==> config.mk <==
export PLATFORM = sky130hd
export DESIGN_NAME = alu_issue
export DESIGN_NICKNAME = d
export VERILOG_FILES = /design/src/rtl/alu_issue_pkg.sv /design/src/rtl/alu_issue_regfile.sv /design/src/rtl/alu_issue.sv
export SDC_FILE = /design/constraint.sdc
export NUM_CORES = 2
export LEC_CHECK = 0
export ABC_AREA = 0
export CORE_UTILIZATION = 50
export DETAILED_ROUTE_END_ITERATION = 12
export PLACE_DENSITY = 0.67
export SLEW_MARGIN = 5
export SYNTH_ARGS = -nofsm -noshare
export SYNTH_HDL_FRONTEND = slang
export SYNTH_SLANG_ARGS = --single-unit
==> constraint.sdc <==
create_clock -name Clock -period 70 [get_ports Clock]
set_input_delay 7 -clock Clock [delete_from_list [all_inputs] [get_ports Clock]]
set_output_delay 7 -clock Clock [all_outputs]
set_load 0.05 [all_outputs]
==> src/rtl/alu_issue_pkg.sv <==
// Shared constants for alu_issue: instruction field positions, opcode encodings,
// issue FSM state type and the supported-opcode decode.
package alu_issue_pkg;

  localparam int unsigned XLEN    = 32;
  localparam int unsigned REG_NUM = 32;
  localparam int unsigned REG_AW  = 5;
  localparam int unsigned OP_W    = 6;

  localparam int unsigned OP_HI   = 31;
  localparam int unsigned OP_LO   = 26;
  localparam int unsigned RD_HI   = 25;
  localparam int unsigned RD_LO   = 21;
  localparam int unsigned RS_HI   = 20;
  localparam int unsigned RS_LO   = 16;
  localparam int unsigned RT_HI   = 15;
  localparam int unsigned RT_LO   = 11;
  localparam int unsigned IMM_BIT = 10;
  localparam int unsigned IMM_W   = 10;

  localparam logic [OP_W-1:0] OP_ADD = 6'b010000;
  localparam logic [OP_W-1:0] OP_OR  = 6'b010001;
  localparam logic [OP_W-1:0] OP_NOR = 6'b010010;
  localparam logic [OP_W-1:0] OP_XOR = 6'b010011;
  localparam logic [OP_W-1:0] OP_RLS = 6'b001100;
  localparam logic [OP_W-1:0] OP_LLS = 6'b001101;

  typedef enum logic [1:0] {
    ST_IDLE,
    ST_ISSUE,
    ST_WB
  } state_e;

  function automatic logic op_supported(input logic [OP_W-1:0] op);
    logic ok;
    ok = 1'b0;
    case (op)
      OP_ADD, OP_OR, OP_NOR, OP_XOR, OP_RLS, OP_LLS: ok = 1'b1;
      default:                                       ok = 1'b0;
    endcase
    return ok;
  endfunction

endpackage

==> src/rtl/alu_issue_regfile.sv <==
// 32x32 register file for alu_issue: two operand read ports, a debug read tap,
// and one write port shared between writeback and the debug preload path.
module alu_issue_regfile
  import alu_issue_pkg::*;
(
  input  logic              clk_i,
  input  logic              rst_i,
  input  logic              dbg_we_i,
  input  logic [REG_AW-1:0] dbg_addr_i,
  input  logic [XLEN-1:0]   dbg_data_i,
  input  logic              wb_we_i,
  input  logic [REG_AW-1:0] wb_addr_i,
  input  logic [XLEN-1:0]   wb_data_i,
  input  logic [REG_AW-1:0] rs_addr_i,
  output logic [XLEN-1:0]   rs_data_o,
  input  logic [REG_AW-1:0] rt_addr_i,
  output logic [XLEN-1:0]   rt_data_o,
  input  logic [REG_AW-1:0] dbg_rd_addr_i,
  output logic [XLEN-1:0]   dbg_rd_data_o
);

  logic [XLEN-1:0]   mem_q [REG_NUM];
  logic              we_d;
  logic [REG_AW-1:0] waddr_d;
  logic [XLEN-1:0]   wdata_d;

  // Writeback and debug writes are never enabled together (debug is gated to IDLE).
  always_comb begin
    we_d    = wb_we_i | dbg_we_i;
    waddr_d = wb_we_i ? wb_addr_i : dbg_addr_i;
    wdata_d = wb_we_i ? wb_data_i : dbg_data_i;
  end

  // Entry 0 is never written, so it keeps its reset value of zero.
  always_ff @(posedge clk_i or posedge rst_i) begin
    if (rst_i) begin
      mem_q <= '{default: '0};
    end else if (we_d && (waddr_d != '0)) begin
      mem_q[waddr_d] <= wdata_d;
    end
  end

  assign rs_data_o     = mem_q[rs_addr_i];
  assign rt_data_o     = mem_q[rt_addr_i];
  assign dbg_rd_data_o = mem_q[dbg_rd_addr_i];

endmodule

==> src/rtl/alu_issue.sv <==
// Single-issue front end for an external registered ALU: IDLE -> ISSUE -> WB.
// Optional immediate operand B is enabled by defining ALU_ISSUE_IMM_EN.
module alu_issue
  import alu_issue_pkg::*;
(
  input  logic              Clock,
  input  logic              Reset,
  input  logic              InstrValid,
  output logic              InstrReady,
  input  logic [XLEN-1:0]   Instr,
  output logic [XLEN-1:0]   DataA,
  output logic [XLEN-1:0]   DataB,
  output logic [OP_W-1:0]   OPCode,
  input  logic [XLEN-1:0]   ResultC,
  input  logic [3:0]        Status,
  output logic [3:0]        Flags,
  output logic              Done,
  output logic              Illegal,
  input  logic              DbgWrEn,
  input  logic [REG_AW-1:0] DbgWrAddr,
  input  logic [XLEN-1:0]   DbgWrData,
  input  logic [REG_AW-1:0] DbgRdAddr,
  output logic [XLEN-1:0]   DbgRdData
);

  state_e            state_q;
  logic              ready_q;
  logic [REG_AW-1:0] rd_q;
  logic [XLEN-1:0]   data_a_q;
  logic [XLEN-1:0]   data_b_q;
  logic [OP_W-1:0]   opcode_q;
  logic [3:0]        flags_q;
  logic              done_q;
  logic              illegal_q;

  logic [XLEN-1:0]   rs_data;
  logic [XLEN-1:0]   rt_data;
  logic [XLEN-1:0]   opb_d;
  logic              wb_we;
  logic              dbg_we;

  assign wb_we  = (state_q == ST_WB) && op_supported(opcode_q);
  assign dbg_we = DbgWrEn && (state_q == ST_IDLE);

  alu_issue_regfile u_regfile (
    .clk_i         (Clock),
    .rst_i         (Reset),
    .dbg_we_i      (dbg_we),
    .dbg_addr_i    (DbgWrAddr),
    .dbg_data_i    (DbgWrData),
    .wb_we_i       (wb_we),
    .wb_addr_i     (rd_q),
    .wb_data_i     (ResultC),
    .rs_addr_i     (Instr[RS_HI:RS_LO]),
    .rs_data_o     (rs_data),
    .rt_addr_i     (Instr[RT_HI:RT_LO]),
    .rt_data_o     (rt_data),
    .dbg_rd_addr_i (DbgRdAddr),
    .dbg_rd_data_o (DbgRdData)
  );

`ifdef ALU_ISSUE_IMM_EN
  logic unused_status;
  assign unused_status = Status[1];

  always_comb begin
    opb_d = rt_data;
    if (Instr[IMM_BIT]) begin
      opb_d = {{(XLEN-IMM_W){1'b0}}, Instr[IMM_W-1:0]};
    end
  end
`else
  logic unused_bits;
  assign unused_bits = ^{Status[1], Instr[IMM_BIT], Instr[IMM_W-1:0]};

  always_comb begin
    opb_d = rt_data;
  end
`endif

  always_ff @(posedge Clock or posedge Reset) begin
    if (Reset) begin
      state_q   <= ST_IDLE;
      ready_q   <= 1'b1;
      rd_q      <= '0;
      data_a_q  <= '0;
      data_b_q  <= '0;
      opcode_q  <= '0;
      flags_q   <= '0;
      done_q    <= 1'b0;
      illegal_q <= 1'b0;
    end else begin
      done_q    <= 1'b0;
      illegal_q <= 1'b0;
      unique case (state_q)
        ST_IDLE: begin
          if (InstrValid && ready_q) begin
            data_a_q <= rs_data;
            data_b_q <= opb_d;
            opcode_q <= Instr[OP_HI:OP_LO];
            rd_q     <= Instr[RD_HI:RD_LO];
            ready_q  <= 1'b0;
            state_q  <= ST_ISSUE;
          end
        end
        ST_ISSUE: begin
          state_q <= ST_WB;
        end
        ST_WB: begin
          done_q    <= 1'b1;
          illegal_q <= !op_supported(opcode_q);
          // Zero flag is architecturally dropped; only ADD touches the flags.
          if (opcode_q == OP_ADD) begin
            flags_q <= {Status[3], Status[2], 1'b0, Status[0]};
          end
          ready_q <= 1'b1;
          state_q <= ST_IDLE;
        end
        default: begin
          ready_q <= 1'b1;
          state_q <= ST_IDLE;
        end
      endcase
    end
  end

  assign InstrReady = ready_q;
  assign DataA      = data_a_q;
  assign DataB      = data_b_q;
  assign OPCode     = opcode_q;
  assign Flags      = flags_q;
  assign Done       = done_q;
  assign Illegal    = illegal_q;

endmodule

==> metrics.md <==
| Metric | Value |
|---|---|
| Clock sinks | `1107` |
| Final Cycle Share | `26.3%` |
| Synth cell types | `68` |
| Final cell count without fillers | `7311` |
| First-pass GRT wire length | `341000 um` |
| Met3 Usage GRT | `7.56%` |
| Maximum clock rate | `54.4 MHz` |
| Final Setup Violations | `0` |
| Antenna viol nets, final | `0` |
| Post-Route WL | `232000 um` |
| Top cells by area, synth | `dfrtp_1 42%, mux2i_1 16%, mux4_2 11%, mux2_2 9.0%, a21oi_1 2.9%` |
| PD cells | `38.6 nW/um^2` |
| Reg-to-reg critical path startpoint | `OPCode[2]$_DFFE_PP0P_` |
| Initial DRT Pass Iterations | `6` |
| Reg clk slew, reported paths | `60 ps` |
| Crit path kind | `primary input to output port` |
| Post_cts resized | `0` |
| Most frequent cell after synthesis | `dfrtp_1` |
| Fin Hold WS | `428 ps` |
| Max clock buf depth | `3` |
| Number of port buffers | `209` |
| Synth Cell Area | `66600 um^2` |
| Post-route design area | `73200 um^2` |
| Die Ht | `367 um` |
| Psw | `1.04 mW` |
| Flops & latches, synth | `1107` |
| WP data required | `63000 ps` |
| Busiest grt layer | `met2` |
| First DRT Iteration DRCs | `5608` |
| Reg-to-Reg End | `u_regfile.mem_q[653]$_DFFE_PP0P_` |
| Worst Hold Depth | `0` |
| Max-cap violations | `0` |
| Syn Area/Cell | `11.9 um^2` |
| Synth Flop Type | `dfrtp_1` |
| Clock buffer count from CTS | `120` |
| Synth Instances | `5618` |
| Multi-input logic area | `36200 um^2` |
| TritonCTS clock tree | `yes` |
| Number of global-route vias before repair | `51000` |
| Post-synth top area share | `41.6%` |
| Ports | `223` |
| Fin Setup TNS | `0 ps` |
| Top post-synthesis cells by count | `1106 x dfrtp_1, 1061 x mux2i_1, 532 x mux2_2` |
| Async S/R FF share, synth | `100%` |
| Crit. End Element | `output port` |
| Switch share | `36.7%` |
| Gr ovfl total | `0` |
| # rows | `133` |
| Internal power | `1.79 mW` |
| Worst slew pin tran | `1260 ps` |
| Sequential fraction of design power | `41.9%` |
| CP Max Fanout | `55` |
| Pleak | `33.2 nW` |
| Seq/Total Area, Yosys | `41.6%` |
| Placed Instances | `7092` |
| Startpoint Class | `primary input` |
| Reg2Reg Depth | `7` |
| Min-Delay Path Class | `register to register` |
| Die width | `367 um` |
| H-tree lvl count | `3` |
| Vias per cell | `6.98` |
| Tmin final | `18380 ps` |
| Total core area | `132000 um^2` |
| Arrival time worst endpoint | `11380 ps` |
| Endpoint, Worst Hold | `u_regfile.mem_q[1023]$_DFFE_PP0P_` |
| Yosys warning count | `0` |
| Fillers | `11100` |
| Root buffer cell | `clkbuf_16` |
| Power share of the combinational group | `34.9%` |
| Die area | `135000 um^2` |
| Total number of vias | `51100` |
| Pwr Total | `2.83 mW` |
| RePlAce Congestion | `0.829` |
| # hold bufs at CTS | `0` |
| Number of remaining DRC errors | `0` |
| Clock network fraction of design power | `23.2%` |
| Reg area | `27700 um^2` |
| Post-CTS setup repair buffer count | `0` |
| Global Route met2 Usage | `51.2%` |
| Layout cells sized above 1 | `22.5%` |
| DP HPWL | `117000 um` |
| Peak VDD IR | `0.0000265 V` |
| Hold Fails Final Rpt | `0` |
| Starting Density | `50.5%` |
| Initial antenna violation count | `2` |
| Min-delay src | `u_regfile.mem_q[1023]$_DFFE_PP0P_` |
| Met1 Use GR | `45.6%` |
| Slew HR | `13.9%` |
| Outcome | `completed` |
| Net count, final | `5573` |
| Synth area leader | `dfrtp_1` |
| WL per Instance | `31.7 um` |
| R2R setup slack | `65740 ps` |
| Syn_nets | `5732` |
| GRT Total Usage | `33.9%` |
| Largest net degree at the start of global routing | `191` |
| Synth-to-layout area growth | `9.91%` |
| Placed Instance Area | `69200 um^2` |
| Final Slew Violations | `0` |
| RSZ-0062 raised after global routing | `no` |
| Fin Clk Skew | `20.8 ps` |
| Post-synth EDFFs | `0` |
| Clock insertion delay at the later pin of the skew report | `730 ps` |
==> kinds of logic after synthesis <==
logic type | count (synthesis) | synth area share (%)
mux | 1993 | 37.3
compound gates | 1222 | 12.5
flops | 1107 | 41.6
simple gates | 694 | 4.24
buf+inv | 601 | 4.44
other cells | 1 | 0.00563
==> layout by cell type (no fill, tap or decap), types with 4 or more instances in the layout <==
cell             instances
clkinv_2                22
nor2b_4                  7
buf_4                  100
o22ai_1                 64
mux2_2                 532
buf_8                    4
a22oi_1                256
mux2_4                  24
bufinv_16               11
o21ai_0                134
o21ai_4                  4
dfrtp_1               1106
o2111ai_1                4
clkdlybuf4s50_1        202
nor2_1                 264
a21oi_1                386
mux4_2                 320
clkbuf_1                29
mux2i_1               1061
nand2b_4                 4
nand2_1                360
a21oi_4                  5
clkbuf_8                29
nand2_4                 14
nor3_1                   6
clkbuf_16              121
nand3_1                  4
nor2b_1                  7
a22o_1                 128
mux2_1                  55
buf_12                   9
o41ai_1                 64
o21ai_1                 29
a221oi_1               128
==> area by class of cell <==
| type | count | share of cell area, % |
|---|---|---|
| Antenna cell | 2 | 0.00684 |
| Clock inverter | 38 | 0.656 |
| Multi-Input combinational cell | 3910 | 49.5 |
| Inverter | 4 | 0.0308 |
| Clock buffer | 179 | 4.83 |
| Sequential cell | 1107 | 37.9 |
| Timing Repair Buffer | 316 | 4.13 |
| Tap cell | 1755 | 3.00 |
==> registers in the layout, summed over array words and instances (netlist names) <==
signal / count
Done: 1
u_regfile.mem_q: 1024
InstrReady: 1
OPCode: 6
state_q: 2
DataA: 32
DataB: 32
rd_q: 5
Flags: 3
Illegal: 1
==> per-layer routing <==
layer / vias up / routed length, um / part of all wire, %
li1: 21100 / - / -
met1: 26300 / 92500 / 40
met2: 2960 / 103000 / 44
met3: 708 / 23200 / 10
met4: 2 / 13000 / 5.6
met5: - / 18 / 0.0078
==> power by group through the flow <==
stage,Clock [mW],Sequential (mW),Combinational (mW)
final,0.655,1.18,0.986
after global routing,0.687,1.22,1.06
after CTS,0.660,1.17,0.981
after detailed placement,0,1.18,0.976
after global placement,0,1.16,0.951
after floorplan,0,1.17,0.696
==> how the worst max path moves through the flow <==
stage	startpoint	slack, ps	to
final	DbgRdAddr[0]	51620	DbgRdData[22]
after floorplan	Reset	31830	DataA[0]$_DFFE_PP0P_
after global routing	DbgRdAddr[0]	51350	DbgRdData[22]
after CTS	DbgRdAddr[0]	51520	DbgRdData[21]
after global placement	DbgRdAddr[0]	51530	DbgRdData[22]
after detailed placement	DbgRdAddr[0]	51520	DbgRdData[22]
==> worst max-delay path, cell delays in order <==
cell	delay, ps
buf_8	530
buf_4	870
buf_4	720
mux4_2	590
mux4_2	520
mux2_2	310
clkdlybuf4s50_1	700
==> metrics by stage <==
stage | util [%] | worst slack (ps)
final | 55.5 | 51620
after global routing | 55.5 | 51350
after CTS | 55.5 | 51520
after detailed placement | 52.5 | 51520
after global placement | 52.5 | 51530
after floorplan | - | 31830
Note: power is estimated with default switching activity, not from simulation.
